File: config.mk
export PLATFORM = sky130hd
export DESIGN_NAME = instr_encoder
export DESIGN_NICKNAME = d
export VERILOG_FILES = /design/src/rtl/instr_encoder.sv
export SDC_FILE = /design/constraint.sdc
export NUM_CORES = 1
export LEC_CHECK = 0
export CAP_MARGIN = 20
export CORE_MARGIN = 2
export CORE_UTILIZATION = 45
export DETAILED_ROUTE_END_ITERATION = 7
export PLACE_DENSITY = 0.84
export REMOVE_ABC_BUFFERS = 1
export SYNTH_ARGS = -nofsm -noshare
export SYNTH_HDL_FRONTEND = slang
export SYNTH_SLANG_ARGS = --single-unit
File: constraint.sdc
create_clock -name clk -period 3.1 [get_ports clk]
set_clock_uncertainty 0.1 [all_clocks]
set_input_delay 0.465 -clock clk [delete_from_list [all_inputs] [get_ports clk]]
set_output_delay 0.465 -clock clk [all_outputs]
set_load 0.03 [all_outputs]
File: src/rtl/instr_encoder.sv
// ---------------------------------------------------------------------------
// instr_encoder
//
// Purpose:
//   Packs opcode/rd/rs/immediate field bundles into 8-bit instruction words
//   and streams them into instruction memory. The inverse of the decode-side
//   immediate sign extension: signed immediates are range-checked down to
//   their encoded width before packing.
//
//   Encodings:
//     li/addi : {op, rd, imm[2:0]}                legal imm -4..+3
//     reg-reg : {2'b10, rd, rs}                   imm ignored
//     jump    : {2'b11, imm[4], 2'b00, imm[2:0]}  legal imm -8..+7
//
// Configuration macro:
//   ENC_IMM_SAT_EN  defined   -> an out-of-range imm is clamped to the
//                                nearest legal value and the word is written
//                                (err_range is still raised as a warning).
//                   undefined -> an out-of-range bundle is consumed, flagged
//                                and skipped (no write, address unchanged).
//
// Parameters:
//   ADDR_W  imem address width (program depth = 2**ADDR_W words)
//   BASE    first imem address written after start
//
// Ports:
//   clk         in   rising-edge clock
//   reset       in   synchronous, active-high
//   start       in   pulse in IDLE: clear counter/error, begin a load
//   in_valid    in   field bundle valid
//   in_ready    out  bundle can be accepted
//   in_op       in   00 li, 01 addi, 10 reg-reg, 11 jump
//   in_rd       in   destination register
//   in_rs       in   source register (reg-reg only)
//   in_imm      in   signed immediate / jump offset
//   in_last     in   final bundle of the program
//   imem_we     out  instruction-memory write strobe
//   imem_addr   out  write address
//   imem_wdata  out  encoded instruction
//   done        out  one-cycle pulse when the load completes
//   err_range   out  sticky out-of-range immediate flag
//   word_cnt    out  words written since start
// ---------------------------------------------------------------------------
module instr_encoder #(
  parameter int ADDR_W = 3,
  parameter int BASE   = 0
) (
  input  logic              clk,
  input  logic              reset,
  input  logic              start,
  input  logic              in_valid,
  output logic              in_ready,
  input  logic [1:0]        in_op,
  input  logic [2:0]        in_rd,
  input  logic [2:0]        in_rs,
  input  logic [7:0]        in_imm,
  input  logic              in_last,
  output logic              imem_we,
  output logic [ADDR_W-1:0] imem_addr,
  output logic [7:0]        imem_wdata,
  output logic              done,
  output logic              err_range,
  output logic [ADDR_W:0]   word_cnt
);

  localparam logic [ADDR_W-1:0] BASE_A   = ADDR_W'(BASE);
  localparam logic [ADDR_W:0]   LAST_CNT = (ADDR_W+1)'((1 << ADDR_W) - 1);

  // DRAIN covers the cycle in which the final word is on the write port;
  // input is refused there so done lands one cycle after the last write.
  typedef enum logic [1:0] {
    S_IDLE  = 2'd0,
    S_RUN   = 2'd1,
    S_DRAIN = 2'd2,
    S_DONE  = 2'd3
  } state_t;

  state_t            r_state;
  state_t            w_next_state;
  logic              r_we;
  logic [ADDR_W-1:0] r_addr;
  logic [7:0]        r_wdata;
  logic              r_err;
  logic [ADDR_W:0]   r_cnt;

  logic              w_accept;
  logic              w_is_rr;
  logic              w_is_jump;
  logic              w_short_ok;
  logic              w_jump_ok;
  logic              w_in_range;
  logic [2:0]        w_imm_lo;
  logic              w_imm_j4;
  logic              w_do_write;
  logic              w_fills;
  logic              w_ends;
  logic [7:0]        w_word;

  assign in_ready = (r_state == S_RUN);
  assign w_accept = in_valid & in_ready;

  assign w_is_rr   = (in_op == 2'b10);
  assign w_is_jump = (in_op == 2'b11);

  // An immediate fits when every bit above the encoded sign bit is a copy
  // of it, i.e. the upper slice is all ones or all zeros.
  assign w_short_ok = (&in_imm[7:2]) | ~(|in_imm[7:2]);
  assign w_jump_ok  = (&in_imm[7:3]) | ~(|in_imm[7:3]);
  assign w_in_range = w_is_rr | (w_is_jump ? w_jump_ok : w_short_ok);

`ifdef ENC_IMM_SAT_EN
  // Clamp toward the sign of the original value: negative goes to the most
  // negative encodable value, positive to the most positive.
  always_comb begin
    w_imm_lo = in_imm[2:0];
    w_imm_j4 = in_imm[4];
    if (!w_in_range) begin
      if (in_imm[7]) begin
        w_imm_lo = w_is_jump ? 3'b000 : 3'b100;
        w_imm_j4 = 1'b1;
      end else begin
        w_imm_lo = w_is_jump ? 3'b111 : 3'b011;
        w_imm_j4 = 1'b0;
      end
    end
  end
  assign w_do_write = w_accept;
`else
  assign w_imm_lo   = in_imm[2:0];
  assign w_imm_j4   = in_imm[4];
  assign w_do_write = w_accept & w_in_range;
`endif

  // Pack the accepted bundle into its instruction word.
  always_comb begin
    w_word = 8'h00;
    case (in_op)
      2'b10:   w_word = {2'b10, in_rd, in_rs};
      2'b11:   w_word = {2'b11, w_imm_j4, 2'b00, w_imm_lo};
      default: w_word = {in_op, in_rd, w_imm_lo};
    endcase
  end

  // The load ends on an explicit last bundle (written or not) or when the
  // write that fills the final address is issued.
  assign w_fills = w_do_write && (r_cnt == LAST_CNT);
  assign w_ends  = w_accept && (in_last || w_fills);

  // State register.
  always_ff @(posedge clk) begin
    if (reset) begin
      r_state <= S_IDLE;
    end else begin
      r_state <= w_next_state;
    end
  end

  // Next-state logic and the done pulse.
  always_comb begin
    w_next_state = r_state;
    done         = 1'b0;
    case (r_state)
      S_IDLE:  if (start) w_next_state = S_RUN;
      S_RUN:   if (w_ends) w_next_state = S_DRAIN;
      S_DRAIN: w_next_state = S_DONE;
      S_DONE: begin
        done         = 1'b1;
        w_next_state = S_IDLE;
      end
      default: w_next_state = S_IDLE;
    endcase
  end

  // Registered write port, word counter and sticky range flag. The address
  // is taken from the counter before it increments, so it wraps naturally
  // within ADDR_W bits.
  always_ff @(posedge clk) begin
    if (reset) begin
      r_we    <= 1'b0;
      r_addr  <= BASE_A;
      r_wdata <= 8'h00;
      r_cnt   <= '0;
      r_err   <= 1'b0;
    end else begin
      r_we <= w_do_write;
      if (w_do_write) begin
        r_addr  <= BASE_A + r_cnt[ADDR_W-1:0];
        r_wdata <= w_word;
        r_cnt   <= r_cnt + 1'b1;
      end
      if (r_state == S_IDLE && start) begin
        r_cnt <= '0;
        r_err <= 1'b0;
      end else if (w_accept && !w_in_range) begin
        r_err <= 1'b1;
      end
    end
  end

  assign imem_we    = r_we;
  assign imem_addr  = r_addr;
  assign imem_wdata = r_wdata;
  assign err_range  = r_err;
  assign word_cnt   = r_cnt;

endmodule
* Word-level counts from Yosys, hierarchy flattened
Cells that the tools add are included.
** Operators by class
- Magnitude comparators :: 0
- Shift operators :: 0
- Muxes and demuxes :: 6
- Divide/modulo/power cells :: 0
- Bitwise logic cells :: 7
- Equality and inequality tests :: 8
- Add/sub/neg operators :: 1
- $mul :: 0
- Reduce and logical (&&, ||, !) cells :: 13
** Operators with widths (number)
- one-hot mux 8 bit (2 select lines) :: 1
- equality test 2 bit, second input constant :: 4
- one-hot mux 2 bit (4 select lines) :: 1
- AND reduction 6 bit :: 1
- OR reduction 6 bit :: 1
- AND reduction 5 bit :: 1
- OR reduction 5 bit :: 1
- adder 4 x 1 -> 4 bit, second input constant :: 1
- equality test 4 x 3 -> 1 bit, second input constant :: 1
- logical AND 1 bit :: 4
- two-way mux 2 bit :: 2
- bitwise OR 1 bit :: 3
- AND 1 bit :: 2
- equality test 2 x 1 -> 1 bit, second input constant :: 1
- zero test 2 bit :: 1
- two-way mux 1 bit :: 2
- != test 2 x 1 -> 1 bit, second input constant :: 1
- != test 2 bit, second input constant :: 1
- inverter 1 bit :: 2
- AND reduction 2 bit :: 1
- OR reduction 2 bit :: 1
- zero test 1 bit :: 1
- logical OR 1 bit :: 1
** Storage, ports and cells
- RAM bits :: 0
- Flip-flop bits (word level) :: 19
- Bits in latches :: 0
- Logic and storage cells :: 41
- Memory bits (read-only) :: 0
- Memories kept :: 0

* Depth between registers and ports, before layout
- Word-level depth :: 11
- Depth in mapped cells :: 7

* Least setup slack after synthesis
OpenSTA, ideal clock, no wires.
- Kind :: register to register
- From :: register r_state[1]
- To :: register r_wdata[5] (netlist: imem_wdata[5])
- Arrival time :: 1.702 ns
- Stages on the path, launching flop included :: 8
- Clock period less this slack :: 1.890 ns
- Setup time :: 0.088 ns
- Path slack :: 1.210 ns
- Path buffers :: 1
- Cells stage by stage :: dfxtp_1 -> inv_1 -> ha_1 -> o211a_1 -> a21boi_4 -> buf_6 -> nor2_1 -> a311oi_2
** On the way
- Cells in the longest elaborated chain, start to end :: 3
** Ends and longest elaborated chain
- from (decl) :: line 78 : state_t r_state;
- from (signal assigned) :: line 154 : r_state <= w_next_state;
- equality test 2 x 1 -> 1 bit :: line 99 : assign in_ready = (r_state == S_RUN);
- net in_ready :: line 52 : output logic in_ready,
- AND 1 bit :: line 100 : assign w_accept = in_valid & in_ready;
- AND 1 bit :: line 131 : assign w_do_write = w_accept & w_in_range;
- to (signal assigned) :: line 188 : r_wdata <= w_word;
- to (decl) :: line 82 : logic [7:0] r_wdata;
The timed path passes the listed nets, and every way through them passes these cells.
A chain may end at the register's enable or synchronous reset.

* Final worst setup path
- From :: register r_state[1]
- To :: output port in_ready
** On the way
- Cells in the longest elaborated chain, start to end :: 1
** Ends and longest elaborated chain (line)
- equality test 2 x 1 -> 1 bit :: 99
- to (decl) :: 52
Every way passes these cells.

==> out/metrics.csv <==
metric;value;unit
tightest_slew;471;ps
max_freq;433;MHz
ios;40;
die_area;2530;um^2
syn_inst;104;
postRouteAntennaNets;0;
ir_worst_vdd;0.326;mV
synth_area_leaders;dfxtp_1, ha_1, mux2i_1, nand2_1, nor2_1;
dp.cells;170;
min_path_type;flop to flop;
avgViaCountPerCell;5.22;
synth_ff_type;dfxtp_1;
postRouteWirelength;2400;um
synth_commonest_cells;dfxtp_1, nand2_1, nor2_1;
reg2reg_from;r_state[0];
rsz0062_at_grt;false;
std_cell_rows;16;
hold_depth;2;
drv_cap;0;
area.growth.synth_to_final;46.8;%
die_w;50.3;um
status;complete, no violations;
clock_path_buffers;2;
port_buffers;39;
vias;909;
ys_types;30;
worstPathMaxFanout;4;
clk_pin_slew;110;ps
cp.required;2530;ps
cts.sinks;19;
fillerInstances;149;
layout.nets;175;
cts_resized;0;
synth_edf_count;0;
min_period_over_period;74.5;%
synth_area;966;um^2
grt_usage;21.0;%
finalWeightedCongestion;0.723;
yosysSeqAreaShare;39.4;%
cts_setup_buffers;0;
grt_pass1_vias;920;
diodes;0;
async_flop_share;0;%
r2r-end;r_state[0];
grt_pass1_wl;4040;um
rrSetupSlack;1180;ps
drive_above_1_share;8.84;%
drt-initial-drc-count;21;
die_y;50.3;um
clk_latency;300;ps
core_area;2000;um^2
cts-root-buf;clkbuf_4;
yosys_warnings;0;
start_util;48.2;%
synth_most_common_cell;dfxtp_1;
first_pass_iters;4;
synth_seq_cells;19;
p_leak;0.000542;uW
grt_overflow_total;0;
hpwl;1880;um
antenna_found_initial;0;
numCtsBuffers;3;
drc_errors;0;
endpoint_kind;output port;
synth_top_area_cell;dfxtp_1;
htree_num_levels;1;
path_cells;inv_1, ha_1, clkdlybuf4s50_1;
setup_tns;0;ps
total_power;625;uW
yosysTopAreaCellShare;39.4;%
worstPathArrival;1750;ps
path_class;flop to output port;
power.density;441;nW/um^2
syn_avg_cell_area;9.29;um^2
cp_slowest_cell;clkdlybuf4s50_1;
cpPeakStageDelay;710;ps
cts_hold_buffers;0;
min_period;2310;ps
hold_violations;0;
cts_tree;built;
startpoint_type;flop;
whs_endpoint;imem_wdata[4];
setup_viol;0;
drv_slew;0;
grt_max_degree;17;
slew_headroom;68.2;%
post-route-util;70.8;%
ff2ff_path_depth;7;
drt-wirelength-per-cell;13.8;um
instances_no_fill;174;
min_from;imem_wdata[4];
==> logic make-up after synthesis <==
group	Yosys count	share of synthesized area [%]
compound gates	22	18.4
simple gates	43	22.3
fa+ha+maj	6	7.77
flops	19	39.4
xor+xnor	2	1.81
mux	7	7.25
buf+inv	5	3.11
==> cell type report <==
type | count | area (um^2) | share of cell area (%)
multi-input combinational | 80 | 556 | 39.2
timing repair buffer | 42 | 413 | 29.1
sequential | 19 | 380 | 26.8
tap | 27 | 33.8 | 2.38
clock buffer | 3 | 22.5 | 1.59
inverter | 2 | 7.51 | 0.530
clock inverter | 1 | 5.00 | 0.353
==> routing by layer <==
metal	share of wire (%)	up-vias	track usage [%]	wire, um
met2	50	23	35.5	1200
met3	4.1	4	3.27	99
met5	0	-	0	0
li1	-	457	-	-
met4	2.1	0	13.1	51
met1	44	425	24.6	1050
==> layout by cell type, fill, tap and decap left out, types with 4 or more instances in the layout <==
master	count
clkdlybuf4s50_1	39
dfxtp_1	19
nand2_1	13
nor2_1	11
mux2i_1	7
a21oi_1	7
ha_1	6
nand2b_1	4
nand3_1	4
a311oi_1	4
==> worst max-delay path: cells and delay by family, from the launching register on <==
kind / cells / cell delay (ps)
buffers and inverters: 2 / 840
flip-flops: 1 / 350
adder cells (fa/ha/maj): 1 / 250
==> report_power, final <==
part | leakage (uW) | switching, uW | internal (uW) | total (uW)
Clock | 0.0000177 | 78.2 | 48.1 | 126
Combinational | 0.000371 | 120 | 104 | 224
Sequential | 0.000154 | 13.8 | 260 | 274
Total | 0.000542 | 212 | 412 | 625
==> flip-flops by register name (all words and copies together) (netlist names) <==
name	flops
imem_we	1
imem_wdata	8
imem_addr	3
r_state	2
err_range	1
word_cnt	4
==> how the worst max path moves through the flow <==
stage	from	end	slack (ps)	cells after the start
3_3_place_gp	in_imm[5]	imem_wdata[2]	840	7
6_report	r_state[1]	in_ready	790	3
3_5_place_dp	in_imm[5]	imem_wdata[2]	780	7
2_1_floorplan	r_state[1]	word_cnt[3]	1010	6
4_1_cts	r_state[1]	in_ready	770	3
5_1_grt	r_state[1]	in_ready	710	3
==> metrics by stage <==
step / area [um^2] / hold WS (ps) / setup WS, ps
after floorplan: 943 / 433 / 1010
after global placement: 1390 / 365 / 840
after detailed placement: 1390 / 382 / 780
after CTS: 1420 / 399 / 770
after global routing: 1420 / 425 / 710
final: 1420 / 392 / 789
Note: power is estimated with default switching activity, not from simulation.
